`config.mk`:
```
export PLATFORM = sky130hd
export DESIGN_NAME = acq_power_peak_engine
export DESIGN_NICKNAME = d
export VERILOG_FILES = /design/src/rtl/acq_power_peak_engine_pkg.sv /design/src/rtl/acq_abs_square.sv /design/src/rtl/acq_power_peak_engine.sv
export SDC_FILE = /design/constraint.sdc
export NUM_CORES = 1
export LEC_CHECK = 0
export BUFFER_PORTS_ARGS = -buffer_cell sky130_fd_sc_hd__buf_2
export CORE_MARGIN = 2
export CORE_UTILIZATION = 60
export CTS_CLUSTER_DIAMETER = 80
export DETAILED_ROUTE_END_ITERATION = 10
export GPL_TIMING_DRIVEN = 0
export PLACE_DENSITY = 0.9
export RECOVER_POWER = 25
export SLEW_MARGIN = 20
export SYNTH_ARGS = -nofsm -noshare
export SYNTH_HDL_FRONTEND = slang
export SYNTH_SLANG_ARGS = --single-unit
```
`constraint.sdc`:
```
create_clock -name clk -period 14.7 [get_ports clk]
set_input_delay 1.47 -clock clk [delete_from_list [all_inputs] [get_ports clk]]
set_output_delay 1.47 -clock clk [all_outputs]
set_load 0.02 [all_outputs]
```
`src/rtl/acq_power_peak_engine_pkg.sv`:
```
// Shared acquisition constants and helpers for the I^2+Q^2 power/peak engine.
package acq_power_peak_engine_pkg;
    localparam int ACQ_ACC_WIDTH        = 16;
    localparam int ACQ_NUM_ACCUMULATORS = 3;
    localparam int ACQ_CS_WIDTH         = 11;
    localparam int ACQ_MULT_LATENCY     = 3;
    localparam int ACQ_NONCOH           = 1;

    typedef enum logic [1:0] {
        ST_IDLE  = 2'd0,
        ST_FEED  = 2'd1,
        ST_DRAIN = 2'd2
    } acq_state_e;

    // Headroom for I^2+Q^2 plus log2(NONCOH) bits of non-coherent growth
    function automatic int acq_pwr_width(input int acc_w, input int noncoh);
        return 2 * acc_w + 1 + $clog2(noncoh);
    endfunction

    function automatic int acq_sel_width(input int n);
        return (n > 1) ? $clog2(n) : 1;
    endfunction
endpackage

```
`src/rtl/acq_abs_square.sv`:
```
// |x| followed by a LATENCY-deep unsigned squarer; tag and valid ride alongside.
module acq_abs_square #(
    parameter int WIDTH     = 16,
    parameter int LATENCY   = 3,
    parameter int TAG_WIDTH = 3
)(
    input  logic                   i_clk,
    input  logic                   i_rst,
    input  logic                   i_flush,
    input  logic                   i_vld,
    input  logic [WIDTH-1:0]       i_x,
    input  logic [TAG_WIDTH-1:0]   i_tag,
    output logic                   o_vld,
    output logic [2*WIDTH-1:0]     o_sq,
    output logic [TAG_WIDTH-1:0]   o_tag,
    output logic                   o_busy
);
    logic [WIDTH-1:0]                    w_abs;
    logic [2*WIDTH-1:0]                  w_sq;
    logic [LATENCY:1]                    r_vld_pipe;
    logic [LATENCY:1][2*WIDTH-1:0]       r_sq_pipe;
    logic [LATENCY:1][TAG_WIDTH-1:0]     r_tag_pipe;

    // Most-negative input wraps to 2^(WIDTH-1), which is exact as unsigned
    assign w_abs = i_x[WIDTH-1] ? (~i_x + WIDTH'(1)) : i_x;
    assign w_sq  = {{WIDTH{1'b0}}, w_abs} * {{WIDTH{1'b0}}, w_abs};

    always_ff @(posedge i_clk or posedge i_rst) begin
        if (i_rst) begin
            r_vld_pipe <= '0;
            r_sq_pipe  <= '0;
            r_tag_pipe <= '0;
        end else begin
            r_vld_pipe[1] <= i_vld && !i_flush;
            r_sq_pipe[1]  <= w_sq;
            r_tag_pipe[1] <= i_tag;
            for (int s = 2; s <= LATENCY; s++) begin
                r_vld_pipe[s] <= r_vld_pipe[s-1] && !i_flush;
                r_sq_pipe[s]  <= r_sq_pipe[s-1];
                r_tag_pipe[s] <= r_tag_pipe[s-1];
            end
        end
    end

    assign o_vld  = r_vld_pipe[LATENCY];
    assign o_sq   = r_sq_pipe[LATENCY];
    assign o_tag  = r_tag_pipe[LATENCY];
    assign o_busy = |r_vld_pipe;
endmodule

```
`src/rtl/acq_power_peak_engine.sv`:
```
// Per-bin I^2+Q^2 through one shared squarer, optional non-coherent sum, running peak.
module acq_power_peak_engine
    import acq_power_peak_engine_pkg::*;
#(
    parameter int  NUM_ACC      = ACQ_NUM_ACCUMULATORS,
    parameter int  ACC_WIDTH    = ACQ_ACC_WIDTH,
    parameter int  CS_WIDTH     = ACQ_CS_WIDTH,
    parameter int  NONCOH       = ACQ_NONCOH,
    parameter int  MULT_LATENCY = ACQ_MULT_LATENCY,
    localparam int SEL_WIDTH    = acq_sel_width(NUM_ACC),
    localparam int PWR_WIDTH    = acq_pwr_width(ACC_WIDTH, NONCOH)
)(
    input  logic                         clk,
    input  logic                         global_reset,
    input  logic                         acc_valid,
    input  logic [NUM_ACC*ACC_WIDTH-1:0] acc_i,
    input  logic [NUM_ACC*ACC_WIDTH-1:0] acc_q,
    input  logic [CS_WIDTH-1:0]          code_shift,
    input  logic                         peak_clear,
    output logic                         busy,
    output logic                         pwr_valid,
    output logic [PWR_WIDTH-1:0]         pwr_value,
    output logic [SEL_WIDTH-1:0]         pwr_tag,
    output logic [PWR_WIDTH-1:0]         peak_power,
    output logic [SEL_WIDTH-1:0]         peak_bin,
    output logic [CS_WIDTH-1:0]          peak_code_shift,
    output logic                         overrun
);
    localparam int FRM_WIDTH = (NONCOH > 1) ? $clog2(NONCOH) : 1;
    localparam int SQ_WIDTH  = 2 * ACC_WIDTH;
    localparam int TAG_WIDTH = SEL_WIDTH + 1;

    acq_state_e                          r_state, w_next_state;
    logic [NUM_ACC-1:0][ACC_WIDTH-1:0]   r_snap_i, r_snap_q;
    logic [CS_WIDTH-1:0]                 r_snap_cs;
    logic [SEL_WIDTH-1:0]                r_sel;
    logic                                r_is_q;
    logic [FRM_WIDTH-1:0]                r_frame;
    logic                                w_accept, w_feed, w_last_op, w_last_frame;
    logic [ACC_WIDTH-1:0]                w_operand;
    logic                                w_sq_vld, w_sq_busy, w_sq_is_q;
    logic [SQ_WIDTH-1:0]                 w_sq;
    logic [TAG_WIDTH-1:0]                w_sq_tag;
    logic [SEL_WIDTH-1:0]                w_sq_bin;
    logic [SQ_WIDTH-1:0]                 r_i_sq;
    logic [NUM_ACC-1:0][PWR_WIDTH-1:0]   r_nc_sum;
    logic [SQ_WIDTH:0]                   w_pwr;
    logic [PWR_WIDTH-1:0]                w_acc;
    logic                                r_pwr_valid;
    logic [PWR_WIDTH-1:0]                r_pwr_value, r_peak_power;
    logic [SEL_WIDTH-1:0]                r_pwr_tag, r_peak_bin;
    logic [CS_WIDTH-1:0]                 r_peak_cs;
    logic                                r_overrun;

    assign w_accept     = (r_state == ST_IDLE) && acc_valid && !peak_clear;
    assign w_last_op    = r_is_q && (r_sel == SEL_WIDTH'(NUM_ACC - 1));
    assign w_last_frame = (r_frame == FRM_WIDTH'(NONCOH - 1));

    always_ff @(posedge clk or posedge global_reset) begin
        if (global_reset) r_state <= ST_IDLE;
        else              r_state <= w_next_state;
    end

    always_comb begin
        w_next_state = r_state;
        case (r_state)
            ST_IDLE:  if (w_accept)   w_next_state = ST_FEED;
            ST_FEED:  if (w_last_op)  w_next_state = ST_DRAIN;
            ST_DRAIN: if (!w_sq_busy) w_next_state = ST_IDLE;
            default:                  w_next_state = ST_IDLE;
        endcase
        if (peak_clear) w_next_state = ST_IDLE;
    end

    always_comb begin
        busy   = (r_state != ST_IDLE);
        w_feed = (r_state == ST_FEED);
    end

    always_ff @(posedge clk or posedge global_reset) begin
        if (global_reset) begin
            r_snap_i  <= '0;
            r_snap_q  <= '0;
            r_snap_cs <= '0;
            r_sel     <= '0;
            r_is_q    <= 1'b0;
        end else if (w_accept) begin
            r_snap_i  <= acc_i;
            r_snap_q  <= acc_q;
            r_snap_cs <= code_shift;
            r_sel     <= '0;
            r_is_q    <= 1'b0;
        end else if (w_feed) begin
            r_is_q <= !r_is_q;
            if (r_is_q) r_sel <= r_sel + SEL_WIDTH'(1);
        end
    end

    assign w_operand = r_is_q ? r_snap_q[r_sel] : r_snap_i[r_sel];

    acq_abs_square #(
        .WIDTH     (ACC_WIDTH),
        .LATENCY   (MULT_LATENCY),
        .TAG_WIDTH (TAG_WIDTH)
    ) u_abs_square (
        .i_clk   (clk),
        .i_rst   (global_reset),
        .i_flush (peak_clear),
        .i_vld   (w_feed),
        .i_x     (w_operand),
        .i_tag   ({r_sel, r_is_q}),
        .o_vld   (w_sq_vld),
        .o_sq    (w_sq),
        .o_tag   (w_sq_tag),
        .o_busy  (w_sq_busy)
    );

    assign {w_sq_bin, w_sq_is_q} = w_sq_tag;
    assign w_pwr = {1'b0, r_i_sq} + {1'b0, w_sq};
    // Frame 0 restarts the sum so stale values from an aborted run never leak in
    assign w_acc = ((r_frame == '0) ? PWR_WIDTH'(0) : r_nc_sum[w_sq_bin]) + PWR_WIDTH'(w_pwr);

    always_ff @(posedge clk or posedge global_reset) begin
        if (global_reset) begin
            r_i_sq      <= '0;
            r_nc_sum    <= '0;
            r_pwr_valid <= 1'b0;
            r_pwr_value <= '0;
            r_pwr_tag   <= '0;
        end else begin
            r_pwr_valid <= 1'b0;
            if (!peak_clear && w_sq_vld) begin
                if (!w_sq_is_q) begin
                    r_i_sq <= w_sq;
                end else begin
                    r_nc_sum[w_sq_bin] <= w_acc;
                    if (w_last_frame) begin
                        r_pwr_valid <= 1'b1;
                        r_pwr_value <= w_acc;
                        r_pwr_tag   <= w_sq_bin;
                    end
                end
            end
        end
    end

    always_ff @(posedge clk or posedge global_reset) begin
        if (global_reset) begin
            r_frame <= '0;
        end else if (peak_clear) begin
            r_frame <= '0;
        end else if (r_state == ST_DRAIN && w_next_state == ST_IDLE) begin
            r_frame <= w_last_frame ? '0 : r_frame + FRM_WIDTH'(1);
        end
    end

    // Strict compare: ties keep the earlier bin / code shift
    always_ff @(posedge clk or posedge global_reset) begin
        if (global_reset) begin
            r_peak_power <= '0;
            r_peak_bin   <= '0;
            r_peak_cs    <= '0;
            r_overrun    <= 1'b0;
        end else if (peak_clear) begin
            r_peak_power <= '0;
            r_peak_bin   <= '0;
            r_peak_cs    <= '0;
            r_overrun    <= 1'b0;
        end else begin
            if (r_pwr_valid && (r_pwr_value > r_peak_power)) begin
                r_peak_power <= r_pwr_value;
                r_peak_bin   <= r_pwr_tag;
                r_peak_cs    <= r_snap_cs;
            end
            if (acc_valid && busy) r_overrun <= 1'b1;
        end
    end

    assign pwr_valid       = r_pwr_valid;
    assign pwr_value       = r_pwr_value;
    assign pwr_tag         = r_pwr_tag;
    assign peak_power      = r_peak_power;
    assign peak_bin        = r_peak_bin;
    assign peak_code_shift = r_peak_cs;
    assign overrun         = r_overrun;
endmodule

```
==> summary.md <==
| Metric | Value |
|---|---|
| Fill count | `2387` |
| RD Place Congestion | `0.956` |
| DR vias | `16200` |
| CP Data Arrival Time | `about 11000 ps` |
| Core area | `~0.036 sq mm` |
| Fin. max-slew vios | `approximately 220` |
| Post-DRT Antenna Nets | `0` |
| Post-synth EDFFs | `0` |
| Path depth of the worst reg2reg path | `32` |
| Fin cells | `2780` |
| Uppermost routed layer | `met4` |
| Area growth, synth to finish | `13.0%` |
| Achievable Freq | `roughly 93 MHz` |
| Crit. End Element | `flop` |
| CP max-delay cell | `xor2_1` |
| WL met1 | `between 20000 and 25000 microns` |
| Die Wd | `between 150 and 200 microns` |
| Wirelength per Cell | `19.1 microns` |
| Hold Buf Count CTS | `0` |
| Hold Vio Cnt, Final | `0` |
| GR Overflow Total | `0` |
| Finished Cell Area | `between 0.02 and 0.03 sq mm` |
| Standard-cell rows | `70` |
| Total CTS buffers | `36` |
| Routed wl met2 | `26900 microns` |
| CTS max path bufs | `3` |
| Placement Cell Area | `0.0238 sq mm` |
| Clock Sinks | `~330` |
| CP max stage delay | `around 730 ps` |
| Startpoint Class | `flop` |
| Dpl hpwl | `40000 microns` |
| Drt pass-1 iters | `5` |
| Hold EP | `u_abs_square.r_sq_pipe[35]` |
| Layout cell share with drive strength beyond 1 | `between 20% and 30%` |
| Max FO, Critical Path | `10` |
| Largest net degree at the start of global routing | `around 120` |
| Final Skew | `around 20 ps` |
| Vias per cell | `around 5.8` |
| Critical Setup Path Class | `flop to flop` |
| Final worst path period need | `about 11000 ps` |
| N_diodes | `0` |
| Required @ worst endpoint | `around 15000 ps` |
| Vias in the first global route | `between 15000 and 20000` |
| YS warnings | `0` |
| Buffers on Ports | `between 150 and 200` |
| RSZ-0062 raised after global routing | `false` |
| FF-to-FF Start | `r_sel[1]` |
| Starting density of the core | `60.7%` |
| Top FF cell, synth | `dfrtp_1` |
| DRC violations left | `0` |
| Hold path start | `u_abs_square.r_sq_pipe[3]` |
| Most Frequent Cell on Critical Path | `fa_1` |
| Initial antenna violation count | `0` |
| First-pass GRT wire length | `87100 microns` |
| Failing checks | `capacitance limit, slew limit` |
| Rel. slew slack | `-275%` |
| Die height | `between 150 and 200 microns` |
| Mapped Area | `0.0221 sq mm` |
| Worst slew pin tran | `roughly 5600 ps` |
| Worst skew pair latency | `530 ps` |
| Syn_area_per_cell | `between 10 and 15 sq um` |
| Status | `finished with violations` |
| Die ar. | `0.0384 sq mm` |
| R2R Setup Slk | `~4000 ps` |
| Met3 WL | `2980 microns` |
| H-Tree Depth | `2` |
| Tcrit/Tclk final | `73.0%` |
| First DRT Iteration DRCs | `~1000` |
| Max-cap violations | `2` |
| Placed insts | `2714` |
| Post-CTS setup buffer count | `0` |
| Hold slack | `335 ps` |
| CTS Root Buffer Type | `clkbuf_16` |
| RR Endpoint | `u_abs_square.r_sq_pipe[31]` |
| Final Setup Violations | `0` |
| I/O pins | `between 150 and 200` |
| Post-Syn Instances | `slightly above 2000` |
| GRT Total Usage | `28.5%` |
| Sequential area share after synthesis | `a little under two fifths` |
| Setup_tns | `0 ps` |
| Final nets | `about 2800` |
| FFs w/ async S/R, synth | `100%` |
| Wirelength, routed | `between 50000 and 60000 microns` |
| CTS tree | `built` |
| Min-Delay Path Depth | `0` |
| # resized after CTS | `0` |
| HP Class | `flop to flop` |
| Yosys cell types | `slightly below 90` |
| Yosys reg bits | `331` |
| Reg clk slew, reported paths | `~60 ps` |
through the flow:
| step | setup slack [ps] | util (%) |
|---|---|---|
| final | 3970 | 68.7 |
| after global routing | 3590 | 68.7 |
| after CTS | 4130 | 68.7 |
| after detailed placement | 4130 | 65.3 |
| after global placement | 1490 | 65.1 |
| after floorplan | 4060 | - |
sequential cells by signal, indices dropped and copies added (netlist names):
signal                   flops
r_snap_i                    48
r_snap_cs                   11
u_abs_square.o_tag           3
overrun                      1
u_abs_square.o_sq           31
u_abs_square.r_sq_pipe      62
pwr_value                   33
peak_power                  33
pwr_valid                    1
u_abs_square.r_vld_pipe      3
u_abs_square.r_tag_pipe      6
r_snap_q                    48
pwr_tag                      2
peak_code_shift             11
r_i_sq                      31
r_state                      2
peak_bin                     2
r_is_q                       1
r_sel                        2
Yosys cell counts (all sizes together), types with 6 or more instances:
cell type	count	area [sq um]
dfrtp	331	8280
inv	281	1050
ha	190	2380
fa	165	3300
nand2	146	561
mux2	145	1640
a21oi	111	567
o21ai	105	537
nor2	95	372
nand3	64	320
clkbuf	52	195
xnor2	50	453
a21o	43	325
mux2i	34	340
xor2	24	218
buf	23	161
and2	17	109
nor3	17	108
nand2b	11	71.3
nand4	10	62.6
nor2b	10	62.6
a211oi	9	72.6
nor3b	7	52.6
o21a	7	52.6
o21bai	7	52.6
o22ai	6	37.5
or3	6	52.6
area by class of cell:
cell class	instances	area (sq um)	share of cell area, %
Sequential cell	331	8280	33.1
Timing Repair Buffer	195	997	3.99
Buffer	75	357	1.43
Clock buffer	52	1030	4.12
Multi-Input combinational cell	1360	12500	49.8
Inverter	285	1070	4.28
Tap cell	468	586	2.34
Clock inverter	14	225	0.900
worst max-delay path: cells and delay by family (launching register included):
kind / cells / cell delay, ps
compound gates: 8 / 2260
xor+xnor: 2 / 870
fa+ha+maj: 8 / 3720
buf+inv: 8 / 1740
flops: 1 / 390
mux: 1 / 370
simple gates: 5 / 1300
worst max path at each step:
stage                                 end         start  cells past startpoint
2_1_floorplan                     overrun  global_reset                      1
3_3_place_gp    u_abs_square.r_sq_pipe[5]  global_reset                      2
3_5_place_dp   u_abs_square.r_sq_pipe[31]      r_sel[1]                     32
4_1_cts        u_abs_square.r_sq_pipe[31]      r_sel[1]                     32
5_1_grt        u_abs_square.r_sq_pipe[31]      r_sel[1]                     33
6_report       u_abs_square.r_sq_pipe[31]      r_sel[1]                     32
logic make-up (layout without fill, tap and decap cells):
kind of cell,Yosys count,count (layout),synth area share (%)
XOR/XNOR,74,74,3.03
adder cells (fa/ha/maj),355,355,25.7
multiplexers,181,181,9.15
AO/OA/AOI/OAI,331,331,9.37
flip-flops,331,331,37.4
buffers and inverters,360,621,6.44
other,2,11,0.0339
AND/OR/NAND/NOR,408,408,8.89
layer usage:
layer | up-vias | track usage (%)
li1 | 7272 | -
met1 | 8093 | 34.7
met2 | 673 | 50.3
met3 | 176 | 4.07
met4 | 0 | 13.5
met5 | - | 0
layout by cell type, fill, tap and decap left out, types with 7 or more instances in the layout:
| master | instances |
|---|---|
| clkbuf_1 | 62 |
| and2_1 | 16 |
| nor3_1 | 15 |
| ha_1 | 190 |
| mux2_2 | 142 |
| nand4_1 | 10 |
| dfrtp_1 | 331 |
| nand2b_1 | 10 |
| conb_1 | 11 |
| fa_1 | 165 |
| clkbuf_16 | 36 |
| xnor2_1 | 47 |
| nand3_1 | 64 |
| nor2b_1 | 10 |
| nor2_1 | 91 |
| mux2i_1 | 34 |
| nand2_1 | 141 |
| xor2_1 | 23 |
| o21ai_0 | 98 |
| inv_2 | 8 |
| buf_2 | 199 |
| o21a_1 | 7 |
| o21bai_1 | 7 |
| a211oi_1 | 7 |
| a21o_1 | 41 |
| buf_6 | 7 |
| clkbuf_8 | 7 |
| inv_1 | 272 |
| a21oi_1 | 108 |
| nor3b_1 | 7 |
Power is left out: the tool's default activity adds up to more than one toggle a clock period on the data nets, which glitch-free logic cannot reach.
